**src/rtl/multi_cycle_control.sv**
```systemverilog
// ---------------------------------------------------------------------------
// multi_cycle_control
//
// Multi-cycle controller for a small ARM-like datapath. Each instruction
// passes through FETCH -> DECODE -> EXEC -> (MEM) -> (WB). The controller
// decodes the opcode captured in FETCH and drives the datapath selects,
// enables and memory requests. An illegal opcode or a memory-wait timeout
// sends it to FAULT, where it stays until reset.
//
// Parameters
//   OPW      opcode width (instruction bits [31:21])
//   ALUOPW   ALU operation field width
//   SIGNOPW  sign-extend select width
//   CNTW     retired-instruction counter width
//   TMO      memory-wait timeout in cycles (1 .. 2^16-1)
//
// Ports
//   CLK            clock, rising edge
//   Reset_L        asynchronous active-low reset
//   instr_op       opcode bits of the fetched instruction word
//   imem_ready     instruction memory data valid
//   dmem_ready     data memory access complete
//   imem_req       instruction fetch request
//   irwrite        latch fetched instruction / increment PC
//   reg2loc, alusrc, mem2reg, regwrite   datapath selects and enables
//   memread, memwrite                    data memory request
//   branch, uncond_branch                conditional / unconditional PC update
//   aluop          ALU operation
//   signop         immediate extension type
//   busy           high in every state except FETCH
//   fault          sticky illegal-opcode or timeout flag
//   retired        count of completed instructions (wraps)
// ---------------------------------------------------------------------------
module multi_cycle_control #(
    parameter int OPW     = 11,
    parameter int ALUOPW  = 4,
    parameter int SIGNOPW = 3,
    parameter int CNTW    = 16,
    parameter int TMO     = 255
) (
    input  logic               CLK,
    input  logic               Reset_L,
    input  logic [OPW-1:0]     instr_op,
    input  logic               imem_ready,
    input  logic               dmem_ready,
    output logic               imem_req,
    output logic               irwrite,
    output logic               reg2loc,
    output logic               alusrc,
    output logic               mem2reg,
    output logic               regwrite,
    output logic               memread,
    output logic               memwrite,
    output logic               branch,
    output logic               uncond_branch,
    output logic [ALUOPW-1:0]  aluop,
    output logic [SIGNOPW-1:0] signop,
    output logic               busy,
    output logic               fault,
    output logic [CNTW-1:0]    retired
);

    typedef enum logic [2:0] {
        S_FETCH,
        S_DECODE,
        S_EXEC,
        S_MEM,
        S_WB,
        S_FAULT
    } state_t;

    typedef enum logic [3:0] {
        OP_NONE,
        OP_LDUR,
        OP_STUR,
        OP_MOVZ,
        OP_ADDREG,
        OP_SUBREG,
        OP_ANDREG,
        OP_ORRREG,
        OP_ADDIMM,
        OP_SUBIMM,
        OP_CBZ,
        OP_B
    } op_class_t;

    state_t          state_reg, state_next;
    logic [OPW-1:0]  op_reg, op_next;          // opcode captured in FETCH
    logic [15:0]     wait_reg, wait_next;      // cycles spent waiting on a ready
    logic [CNTW-1:0] retired_reg;

    op_class_t          op_class;
    logic [ALUOPW-1:0]  dec_aluop;
    logic [SIGNOPW-1:0] dec_signop;
    logic               dec_alusrc;
    logic               dec_reg2loc;
    logic               hold;                  // decoded controls are driven
    logic               retire;                // instruction completes this cycle
    logic               timeout;

    // -----------------------------------------------------------------------
    // Opcode classification. casez takes the first matching item, which
    // gives the required priority when patterns overlap.
    // -----------------------------------------------------------------------
    always_comb begin
        op_class = OP_NONE;
        casez (op_reg)
            11'b??111000010: op_class = OP_LDUR;
            11'b??111000000: op_class = OP_STUR;
            11'b110100101??: op_class = OP_MOVZ;
            11'b?0?01011???: op_class = OP_ADDREG;
            11'b?1?01011???: op_class = OP_SUBREG;
            11'b?0001010???: op_class = OP_ANDREG;
            11'b?0101010???: op_class = OP_ORRREG;
            11'b?0?10001???: op_class = OP_ADDIMM;
            11'b?1?10001???: op_class = OP_SUBIMM;
            11'b?011010????: op_class = OP_CBZ;
            11'b?00101?????: op_class = OP_B;
            default:         op_class = OP_NONE;
        endcase
    end

    // Per-class control values, held from DECODE through WB.
    always_comb begin
        dec_aluop   = '0;
        dec_signop  = '0;
        dec_alusrc  = 1'b0;
        dec_reg2loc = 1'b0;
        case (op_class)
            OP_LDUR: begin
                dec_aluop  = ALUOPW'(4'b0010);
                dec_signop = SIGNOPW'(3'b000);
                dec_alusrc = 1'b1;
            end
            OP_STUR: begin
                dec_aluop   = ALUOPW'(4'b0010);
                dec_signop  = SIGNOPW'(3'b000);
                dec_alusrc  = 1'b1;
                dec_reg2loc = 1'b1;
            end
            OP_MOVZ: begin
                dec_aluop  = ALUOPW'(4'b0111);
                dec_signop = SIGNOPW'(3'b100);
                dec_alusrc = 1'b1;
            end
            OP_ADDREG: dec_aluop = ALUOPW'(4'b0010);
            OP_SUBREG: dec_aluop = ALUOPW'(4'b0110);
            OP_ANDREG: dec_aluop = ALUOPW'(4'b0000);
            OP_ORRREG: dec_aluop = ALUOPW'(4'b0001);
            OP_ADDIMM: begin
                dec_aluop  = ALUOPW'(4'b0010);
                dec_signop = SIGNOPW'(3'b010);
                dec_alusrc = 1'b1;
            end
            OP_SUBIMM: begin
                dec_aluop  = ALUOPW'(4'b0110);
                dec_signop = SIGNOPW'(3'b010);
                dec_alusrc = 1'b1;
            end
            OP_CBZ: begin
                dec_aluop   = ALUOPW'(4'b0111);
                dec_signop  = SIGNOPW'(3'b001);
                dec_reg2loc = 1'b1;
            end
            OP_B: begin
                dec_aluop  = ALUOPW'(4'b0000);
                dec_signop = SIGNOPW'(3'b011);
            end
            default: ;
        endcase
    end

    // The wait counter restarts whenever a waiting state is entered, so the
    // last allowed cycle is the one where it reads TMO-1.
    assign timeout = (wait_reg == 16'(TMO - 1));

    // -----------------------------------------------------------------------
    // Next state and Moore outputs
    // -----------------------------------------------------------------------
    always_comb begin
        state_next    = state_reg;
        op_next       = op_reg;
        hold          = 1'b0;
        retire        = 1'b0;
        imem_req      = 1'b0;
        irwrite       = 1'b0;
        mem2reg       = 1'b0;
        regwrite      = 1'b0;
        memread       = 1'b0;
        memwrite      = 1'b0;
        branch        = 1'b0;
        uncond_branch = 1'b0;
        fault         = 1'b0;

        case (state_reg)
            S_FETCH: begin
                imem_req = 1'b1;
                if (imem_ready) begin
                    // Suppressed while reset is held so all strobes read 0.
                    irwrite    = Reset_L;
                    op_next    = instr_op;
                    state_next = S_DECODE;
                end else if (timeout) begin
                    state_next = S_FAULT;
                end
            end
            S_DECODE: begin
                hold       = 1'b1;
                state_next = (op_class == OP_NONE) ? S_FAULT : S_EXEC;
            end
            S_EXEC: begin
                hold = 1'b1;
                case (op_class)
                    OP_LDUR, OP_STUR: state_next = S_MEM;
                    OP_CBZ: begin
                        branch     = 1'b1;
                        retire     = 1'b1;
                        state_next = S_FETCH;
                    end
                    OP_B: begin
                        uncond_branch = 1'b1;
                        retire        = 1'b1;
                        state_next    = S_FETCH;
                    end
                    OP_NONE: state_next = S_FAULT;
                    default: state_next = S_WB;
                endcase
            end
            S_MEM: begin
                hold     = 1'b1;
                memread  = (op_class == OP_LDUR);
                memwrite = (op_class == OP_STUR);
                if (dmem_ready) begin
                    if (op_class == OP_LDUR) begin
                        state_next = S_WB;
                    end else begin
                        retire     = 1'b1;
                        state_next = S_FETCH;
                    end
                end else if (timeout) begin
                    state_next = S_FAULT;
                end
            end
            S_WB: begin
                hold       = 1'b1;
                regwrite   = 1'b1;
                mem2reg    = (op_class == OP_LDUR);
                retire     = 1'b1;
                state_next = S_FETCH;
            end
            S_FAULT: begin
                fault = 1'b1;
            end
            default: state_next = S_FAULT;
        endcase
    end

    assign aluop   = hold ? dec_aluop   : '0;
    assign signop  = hold ? dec_signop  : '0;
    assign alusrc  = hold & dec_alusrc;
    assign reg2loc = hold & dec_reg2loc;
    assign busy    = (state_reg != S_FETCH);
    assign retired = retired_reg;

    always_comb begin
        wait_next = wait_reg;
        if (state_next != state_reg) begin
            wait_next = '0;
        end else if (state_reg == S_FETCH || state_reg == S_MEM) begin
            wait_next = wait_reg + 16'd1;
        end
    end

    // -----------------------------------------------------------------------
    // State registers
    // -----------------------------------------------------------------------
    always_ff @(posedge CLK or negedge Reset_L) begin
        if (!Reset_L) begin
            state_reg   <= S_FETCH;
            op_reg      <= '0;
            wait_reg    <= '0;
            retired_reg <= '0;
        end else begin
            state_reg   <= state_next;
            op_reg      <= op_next;
            wait_reg    <= wait_next;
            retired_reg <= retired_reg + CNTW'(retire);
        end
    end

endmodule
```
**config.mk**
```make
export PLATFORM = sky130hd
export DESIGN_NAME = multi_cycle_control
export DESIGN_NICKNAME = d
export VERILOG_FILES = /design/src/rtl/multi_cycle_control.sv
export SDC_FILE = /design/constraint.sdc
export NUM_CORES = 1
export LEC_CHECK = 0
export CAP_MARGIN = 20
export CORE_AREA = 2 2 81 83
export DETAILED_ROUTE_END_ITERATION = 7
export DIE_AREA = 0 0 83 85
export PLACE_DENSITY = 0.73
export SETUP_SLACK_MARGIN = 0.1
export SYNTH_ARGS = -nofsm -noshare
export SYNTH_HDL_FRONTEND = slang
export SYNTH_SLANG_ARGS = --single-unit
```
**constraint.sdc**
```tcl
create_clock -name CLK -period 2.25 [get_ports CLK]
set_input_delay 0.45 -clock CLK [delete_from_list [all_inputs] [get_ports CLK]]
set_output_delay 0.45 -clock CLK [all_outputs]
set_load 0.03 [all_outputs]
```
; After elaboration in Yosys (flattened, before gate mapping)
; Cells that the tools add are included.
[word_totals]
ff_bits = 46
elab_cells = 84
inputBits = 15
[classes]
mux = 33
add_sub_neg = 2
reduce_logical = 15
bitwise_logic = 2
n_eq_ne = 28
[ops]
columns = op, n
row1 = 4-bit one-hot mux with 11 select lines, 1
row2 = 16-bit two-way mux, 2
row3 = "9-bit == test, second input constant", 3
row4 = 3-bit one-hot mux with 4 select lines, 2
row5 = 1-bit two-way mux, 18
row6 = 3-bit two-way mux, 6
row7 = 3-bit one-hot mux with 6 select lines, 1
row8 = 16-bit by 1-bit adder with 16-bit output, 1
row9 = "16-bit by 1-bit adder with 16-bit output, second input constant", 1
row10 = "16-bit by 8-bit == test with 1-bit output, second input constant", 1
row11 = "4-bit == test, second input constant", 4
row12 = "4-bit by 3-bit == test with 1-bit output, second input constant", 3
row13 = "6-bit by 5-bit == test with 1-bit output, second input constant", 2
row14 = "6-bit == test, second input constant", 2
row15 = 2-bit OR reduction, 6
row16 = 3-bit one-hot mux with 3 select lines, 1
row17 = "4-bit by 2-bit == test with 1-bit output, second input constant", 2
row18 = 4-bit OR reduction, 2
row19 = "7-bit by 4-bit == test with 1-bit output, second input constant", 1
row20 = "7-bit by 6-bit == test with 1-bit output, second input constant", 1
row21 = "3-bit by 2-bit == test with 1-bit output, second input constant", 2
row22 = "3-bit == test, second input constant", 2
row23 = "6-bit by 4-bit == test with 1-bit output, second input constant", 1
row24 = "5-bit by 3-bit == test with 1-bit output, second input constant", 1
row25 = other kinds (13), 14

; Depth between registers and ports, before layout
; Gate-level depths: netlist of the first run.
[depth]
word_depth = 8
depth_mapped = 10
depth_no_buf = 10

; Worst setup path after synthesis of the first run
; No wires, ideal clock.
[synth_path]
path_kind = reg2out
from = register op_reg[4]
to = output port signop[1]
n_path_buf = 0
arrival_ps = 2049
path_stages_with_launch = 7
slack_ps = -249
cell_sequence = dfrtp_1 or3b_1 a211o_1 and2_1 and3_1 nor2b_1 nor2_1
[synth_between]
elab_chain_cells = 6
[synth_lines]
columns = item, line_no
row1 = start: declaration, 88  ; logic [OPW-1:0] op_reg, op_next;
row2 = start signal: assignment, 285  ; op_reg <= op_next;
row3 = "9-bit == test, or another cell as far along", 107  ; casez (op_reg)
row4 = 4-bit one-hot mux with 11 select lines (*), 107
row5 = 4-bit == test, 129  ; case (op_class)
row6 = 2-bit OR reduction (no line), n/a
row7 = 3-bit one-hot mux with 4 select lines (*), 129
row8 = 3-bit two-way mux (*), 259  ; assign signop = hold ? dec_signop : '0;
row9 = end: declaration, 57  ; output logic [SIGNOPW-1:0] signop,
; Mark *: on every way between the ends. The rest lies on a longest branch, timed or not.

; Worst setup path after layout of the first run
[layout_path]
from = register op_reg[4]
to = output port reg2loc
[layout_between]
elab_chain_cells = 6
[layout_lines]
columns = item, line_no
row1 = "9-bit == test, or another cell as far along", 107
row2 = 4-bit one-hot mux with 11 select lines (*), 107
row3 = 4-bit by 2-bit == test with 1-bit output or 4-bit == test (tied branches), 129
row4 = 2-bit OR reduction (no line) (*), n/a
row5 = 1-bit two-way mux (*), 129
row6 = 1-bit AND (*), 261  ; assign reg2loc = hold & dec_reg2loc;
row7 = end: declaration, 48  ; output logic reg2loc,
; Marked as above.

==> results_dict.tcl, run 1 <==
set metrics [dict create \
    status "complete, but fails checks" \
    violations "setup timing" \
    ys_warn_count 0 \
    p_seq_frac 0.554 \
    drt_iter0_drc 142 \
    clk-insertion-delay-late_ns 0.30 \
    arrival_ns 2.24 \
    antennaDiodeCount 0 \
    drv_cap 0 \
    h-tree-depth 2 \
    fin_crit_ns 2.69 \
    wl_per_cell_um 16.3 \
    avgViaCountPerCell 5.50 \
    required_ns 1.80 \
    tightest_slew_ns 0.581 \
    numPortBuffers 48 \
    die_w_um 83 \
    num-fill-cells 413 \
    die_area_sq_um 7060 \
    syn_avg_cell_area_sq_um 9.61 \
    hp-class "input pin to asynchronous set/reset pin" \
    clock-sinks 46 \
    skew_ns 0.00555 \
    globalRouteOverflowTotal 0 \
    area_growth_pct 59.6 \
    clkPwrFrac 0.414 \
    synth_seq_cells 46 \
    syn_nets 310 \
    p_comb_frac 0.031 \
    seqCellArea_sq_um 1160 \
    synthCells 291 \
    switching_share 0.208 \
    cellPowerDensity_nw_per_um2 334 \
    grt_first_pass_wirelength_um 12400 \
    grt_pass1_vias 2653 \
    switchingPower_w 0.000309 \
    ant_nets 0 \
    drt-pass1-iter-count 4 \
    synth-edff-count 0 \
    dp_hpwl_um 5150 \
    irDropWorstVdd_uv 401 \
    rows 29 \
    drive_above_1_share 0.461 \
    layout_commonest_cell "buf_4" \
    cts_tree "built" \
    yosysUniqueCellTypes 59 \
    placed_cell_area_sq_um 3830 \
    wl_um 7950 \
    gp_congestion 0.923 \
    clk_pin_slew_ns 0.09 \
    syn_area_sq_um 2800 \
    initial_core_util 0.450 \
    crit_fanout 7 \
    slew_headroom 0.613 \
    criticalPathCategory "flop to output port" \
    synth_ff_type "dfrtp_1" \
    final_cell_mix "buf_4, dfrtp_1, nand2_1, clkdlybuf4s50_1, buf_6" \
    p_leak_nw 1.86 \
    vias 2680 \
    grt_usage 0.214 \
    fmax_mhz 372 \
    setup_viol 38 \
    core_region_area_sq_um 6200 \
    setup_ws_ns -0.438 \
    timing.final.crit_share 1.19 \
    max-clock-path-buffers 2 \
    multiInputGateArea_sq_um 1980 \
    finalNetCount 428 \
    slew_violations 0 \
    endpoint_kind "output port" \
    async_flop_share 1.00 \
    grt_max_degree 47 \
    design_area_sq_um 4460 \
    ctsHoldBuffers 0 \
    rsz0062_at_grt "yes" \
    synth_seq_area_share 0.412 \
    setup_tns_ns -8.25 \
    antenna_found_initial 0 \
    drc 0 \
    power.internal_w 0.00118 \
    hold_violations 0 \
    dieHeight_um 85 \
    cts_buffers 5 \
    num_io_pins 50 \
    start_kind "flop" \
    cts_root_buf "clkbuf_8" \
]
## synth_stat cells (2+ instances only)
| cell type | n | share of area |
|---|---|---|
| a21oi_1 | 7 | 0.013 |
| and2_1 | 4 | 0.0090 |
| and3_1 | 8 | 0.018 |
| and4_1 | 2 | 0.0063 |
| buf_2 | 4 | 0.0072 |
| clkbuf_1 | 3 | 0.0040 |
| dfrtp_1 | 46 | 0.41 |
| ha_1 | 4 | 0.018 |
| inv_1 | 8 | 0.011 |
| mux2_2 | 10 | 0.040 |
| nand2_1 | 34 | 0.046 |
| nand2b_1 | 8 | 0.018 |
| nand3_1 | 15 | 0.027 |
| nand3b_1 | 3 | 0.0081 |
| nand4_1 | 3 | 0.0067 |
| nand4b_1 | 2 | 0.0063 |
| nor2_1 | 26 | 0.035 |
| nor2_2 | 10 | 0.022 |
| nor2b_1 | 5 | 0.011 |
| nor3_1 | 8 | 0.014 |
| nor3b_1 | 5 | 0.013 |
| o21a_1 | 2 | 0.0054 |
| o21ai_0 | 6 | 0.011 |
| o311a_1 | 2 | 0.0072 |
| or2_2 | 2 | 0.0045 |
| or3_1 | 3 | 0.0067 |
| or4b_1 | 2 | 0.0072 |
| xnor2_1 | 18 | 0.056 |
| xor2_1 | 11 | 0.034 |
## critical path, stage by stage (launching register included)
cell	delay, ns
dfrtp_2	0.40
buf_4	0.18
nand4b_1	0.24
nor4_2	0.38
nor4_4	0.10
buf_4	0.17
nor2b_4	0.12
nor3b_4	0.19
buf_6	0.15
## metrics by stage
stage | instances | power [W] | setup WS [ns] | hold WS (ns) | utilization
2_1_floorplan | 291 | 0.000848 | -0.0490 | 0.154 | -
3_3_place_gp | 467 | 0.000890 | -0.446 | 0.462 | 0.618
3_5_place_dp | 467 | 0.000890 | -0.494 | 0.474 | 0.618
4_1_cts | 483 | 0.00150 | -0.370 | 0.276 | 0.672
5_1_grt | 487 | 0.00155 | -0.482 | 0.324 | 0.719
6_report | 487 | 0.00149 | -0.438 | 0.257 | 0.719
## final timing paths
kind,start,endpoint,slack [ns],cells past startpoint
min reg2reg,retired[15]$_DFF_PN0_,retired[15]$_DFF_PN0_,0.48,1
max reg2reg,op_reg[4]$_DFFE_PN0P_,wait_reg[11]$_DFFE_PN0P_,-0.28,10
max,op_reg[4]$_DFFE_PN0P_,reg2loc,-0.44,8
min in group CLK,retired[15]$_DFF_PN0_,retired[15]$_DFF_PN0_,0.48,1
min,Reset_L,op_reg[5]$_DFFE_PN0P_,0.26,2
max in group asynchronous,Reset_L,state_reg[0]$_DFF_PN0_,1.57,2
## per-layer routing
layer  part of all wire  global-route usage
met3              0.034              0.0360
met5                  0                   0
met4              0.025              0.0715
met1               0.43               0.284
met2               0.51               0.360
## power groups by stage
stage	Combinational [W]	Clock, W	Sequential [W]
2_1_floorplan	0.00000533	0	0.000843
3_3_place_gp	0.0000472	0	0.000842
3_5_place_dp	0.0000479	0	0.000842
4_1_cts	0.0000481	0.000631	0.000826
5_1_grt	0.0000522	0.000673	0.000826
6_report	0.0000468	0.000617	0.000826
## logic make-up after synthesis
family,Yosys count,share of synthesized area
simple gates,153,0.316
flops,46,0.412
compound gates,30,0.0851
xor+xnor,29,0.0909
buf+inv,17,0.0286
mux,11,0.0483
fa+ha+maj,4,0.0179
other cells,1,0.00134
## what timing repair did
item / in CTS / in global routing
buffers inserted: 9 / 5
gates cloned: 1 / 0
gates resized for setup: 60 / 64
pin swaps: 16 / 29
endpoints found under the setup margin: 45 / 48
## cell type report
type,instances,share of cell area
Sequential cell,46,0.260
Multi-Input combinational cell,228,0.443
Inverter,8,0.00729
Clock inverter,2,0.00841
Clock buffer,6,0.0163
Tap cell,77,0.0216
Timing Repair Buffer,120,0.243
Note: power is estimated with default switching activity, not from simulation.
==> run 2: changes to the inputs <==
--- a/config.mk
+++ b/config.mk
@@ -6,10 +6,10 @@
 export NUM_CORES = 1
 export LEC_CHECK = 0
 export CAP_MARGIN = 20
-export CORE_AREA = 2 2 81 83
+export CORE_AREA = 2 2 102 65
 export DETAILED_ROUTE_END_ITERATION = 7
-export DIE_AREA = 0 0 83 85
-export PLACE_DENSITY = 0.73
+export DIE_AREA = 0 0 104 67
+export PLACE_DENSITY = 0.75
 export SETUP_SLACK_MARGIN = 0.1
 export SYNTH_ARGS = -nofsm -noshare
 export SYNTH_HDL_FRONTEND = slang
==> results_dict.tcl, run 2 (synthesized netlist as in run 1, its figures left out) <==
set metrics [dict create \
    drv_cap 0 \
    die_w_um 104 \
    finalNetCount 433 \
    placed_cell_area_sq_um 3860 \
    endpoint_kind "output port" \
    timing.final.crit_share 1.17 \
    rsz0062_at_grt "yes" \
    arrival_ns 2.19 \
    dieHeight_um 67 \
    wl_per_cell_um 16.9 \
    r2r_cells 12 \
    clk-insertion-delay-late_ns 0.30 \
    cts_buffers 5 \
    die_area_sq_um 6970 \
    antennaDiodeCount 0 \
    crit_fanout 3 \
    initial_core_util 0.470 \
    fmax_mhz 379 \
    drc 0 \
    violations "setup timing" \
    p_leak_nw 1.90 \
    core_region_area_sq_um 5950 \
    clk_pin_slew_ns 0.10 \
    criticalPathCategory "flop to output port" \
    worst_hold_slack_ns 0.296 \
    grt_max_degree 47 \
    rows 22 \
    drt-pass1-iter-count 5 \
    gp_congestion 0.946 \
    design_area_sq_um 4380 \
    cellPowerDensity_nw_per_um2 320 \
    ctsHoldBuffers 0 \
    grt_usage 0.232 \
    grt_pass1_vias 2582 \
    hold_violations 0 \
    numPortBuffers 48 \
    dp_hpwl_um 5450 \
    slew_headroom 0.591 \
    antenna_found_initial 0 \
    hp-class "input pin to asynchronous set/reset pin" \
    setup_ws_ns -0.390 \
    final_cell_mix "buf_4, dfrtp_1, nand2_1, clkdlybuf4s50_1, buf_6" \
    setup_viol 38 \
    avgViaCountPerCell 5.49 \
    layout_commonest_cell "buf_4" \
    num_io_pins 50 \
    wl_um 8430 \
    cts_root_buf "clkbuf_8" \
    drt_iter0_drc 168 \
    max-clock-path-buffers 2 \
    status "complete, but fails checks" \
    ant_nets 0 \
    grt_first_pass_wirelength_um 12900 \
    power_w 0.00140 \
    h-tree-depth 2 \
    slew_violations 0 \
    tightest_slew_ns 0.613 \
    drive_above_1_share 0.446 \
    start_kind "flop" \
    globalRouteOverflowTotal 0 \
    required_ns 1.80 \
    skew_ns 0.0113 \
    area_growth_pct 56.6 \
    vias 2740 \
    irDropWorstVdd_uv 344 \
    clock-sinks 46 \
    cts_tree "built" \
    fin_crit_ns 2.64 \
]
==> run 2: area by class of cell <==
| class | instances | area [sq um] |
|---|---|---|
| Multi-Input combinational cell | 228 | 1860 |
| Timing Repair Buffer | 125 | 1140 |
| Fill cell | 411 | 1570 |
| Inverter | 8 | 32.5 |
| Clock buffer | 6 | 72.6 |
| Tap cell | 84 | 105 |
| Clock inverter | 2 | 13.8 |
| Sequential cell | 46 | 1150 |
==> run 2: worst max-delay path: stages (launching register included) <==
cell and delay [ns]:
dfrtp_2 0.43, buf_4 0.16, nor4b_4 0.32, nand2_2 0.13, nor2_2 0.15, nor4_2 0.06, buf_4 0.16, nor2b_4 0.11
nor3b_4 0.21, buf_6 0.16
==> run 2: layer usage <==
metal  up-vias  GRT usage  wire length, um
met5         -          0                0
met4         0     0.0524              205
met3        24     0.0470              601
met2       129      0.369             3800
met1      1315      0.329             3830
li1       1272          -                -
==> run 2: power by group <==
group	internal, W	switching [W]
logic	0.0000225	0.0000251
clock network	0.000220	0.000305
registers	0.000826	0
==> run 2: through the flow <==
step / TNS, ns / worst slack, ns / util / std cells
3_3_place_gp: -4.58 / -0.464 / 0.649 / 475
2_1_floorplan: -0.117 / -0.0490 / - / 291
6_report: -7.67 / -0.390 / 0.736 / 499
3_5_place_dp: -6.04 / -0.526 / 0.649 / 475
5_1_grt: -10.73 / -0.501 / 0.736 / 499
4_1_cts: -6.87 / -0.370 / 0.713 / 495
==> run 2: what timing repair did <==
action / in CTS / in global routing
gates cloned: 1 / 0
setup endpoints to repair: 45 / 47
pin swaps: 18 / 10
buffers inserted: 12 / 4
gates resized for setup: 67 / 29
==> run 2: final timing paths <==
check                                           start                       end  slack, ns
worst min-delay path                          Reset_L  wait_reg[14]$_DFFE_PN0P_       0.30
max in group asynchronous                     Reset_L     op_reg[4]$_DFFE_PN0P_       1.48
worst max-delay path            op_reg[4]$_DFFE_PN0P_                   reg2loc      -0.39
worst min register to register  retired[15]$_DFF_PN0_     retired[15]$_DFF_PN0_       0.47
min in group CLK                retired[15]$_DFF_PN0_     retired[15]$_DFF_PN0_       0.47
worst max register to register  op_reg[4]$_DFFE_PN0P_   wait_reg[8]$_DFFE_PN0P_      -0.26
==> run 3: changes to the inputs <==
--- a/config.mk
+++ b/config.mk
@@ -5,6 +5,7 @@
 export SDC_FILE = /design/constraint.sdc
 export NUM_CORES = 1
 export LEC_CHECK = 0
+export ABC_CLOCK_PERIOD_IN_PS = 2250
 export CAP_MARGIN = 20
 export CORE_AREA = 2 2 102 65
 export DETAILED_ROUTE_END_ITERATION = 7
==> results of run 3 <==
No change in the layout: final DEF, timing and power equal those of run 2.
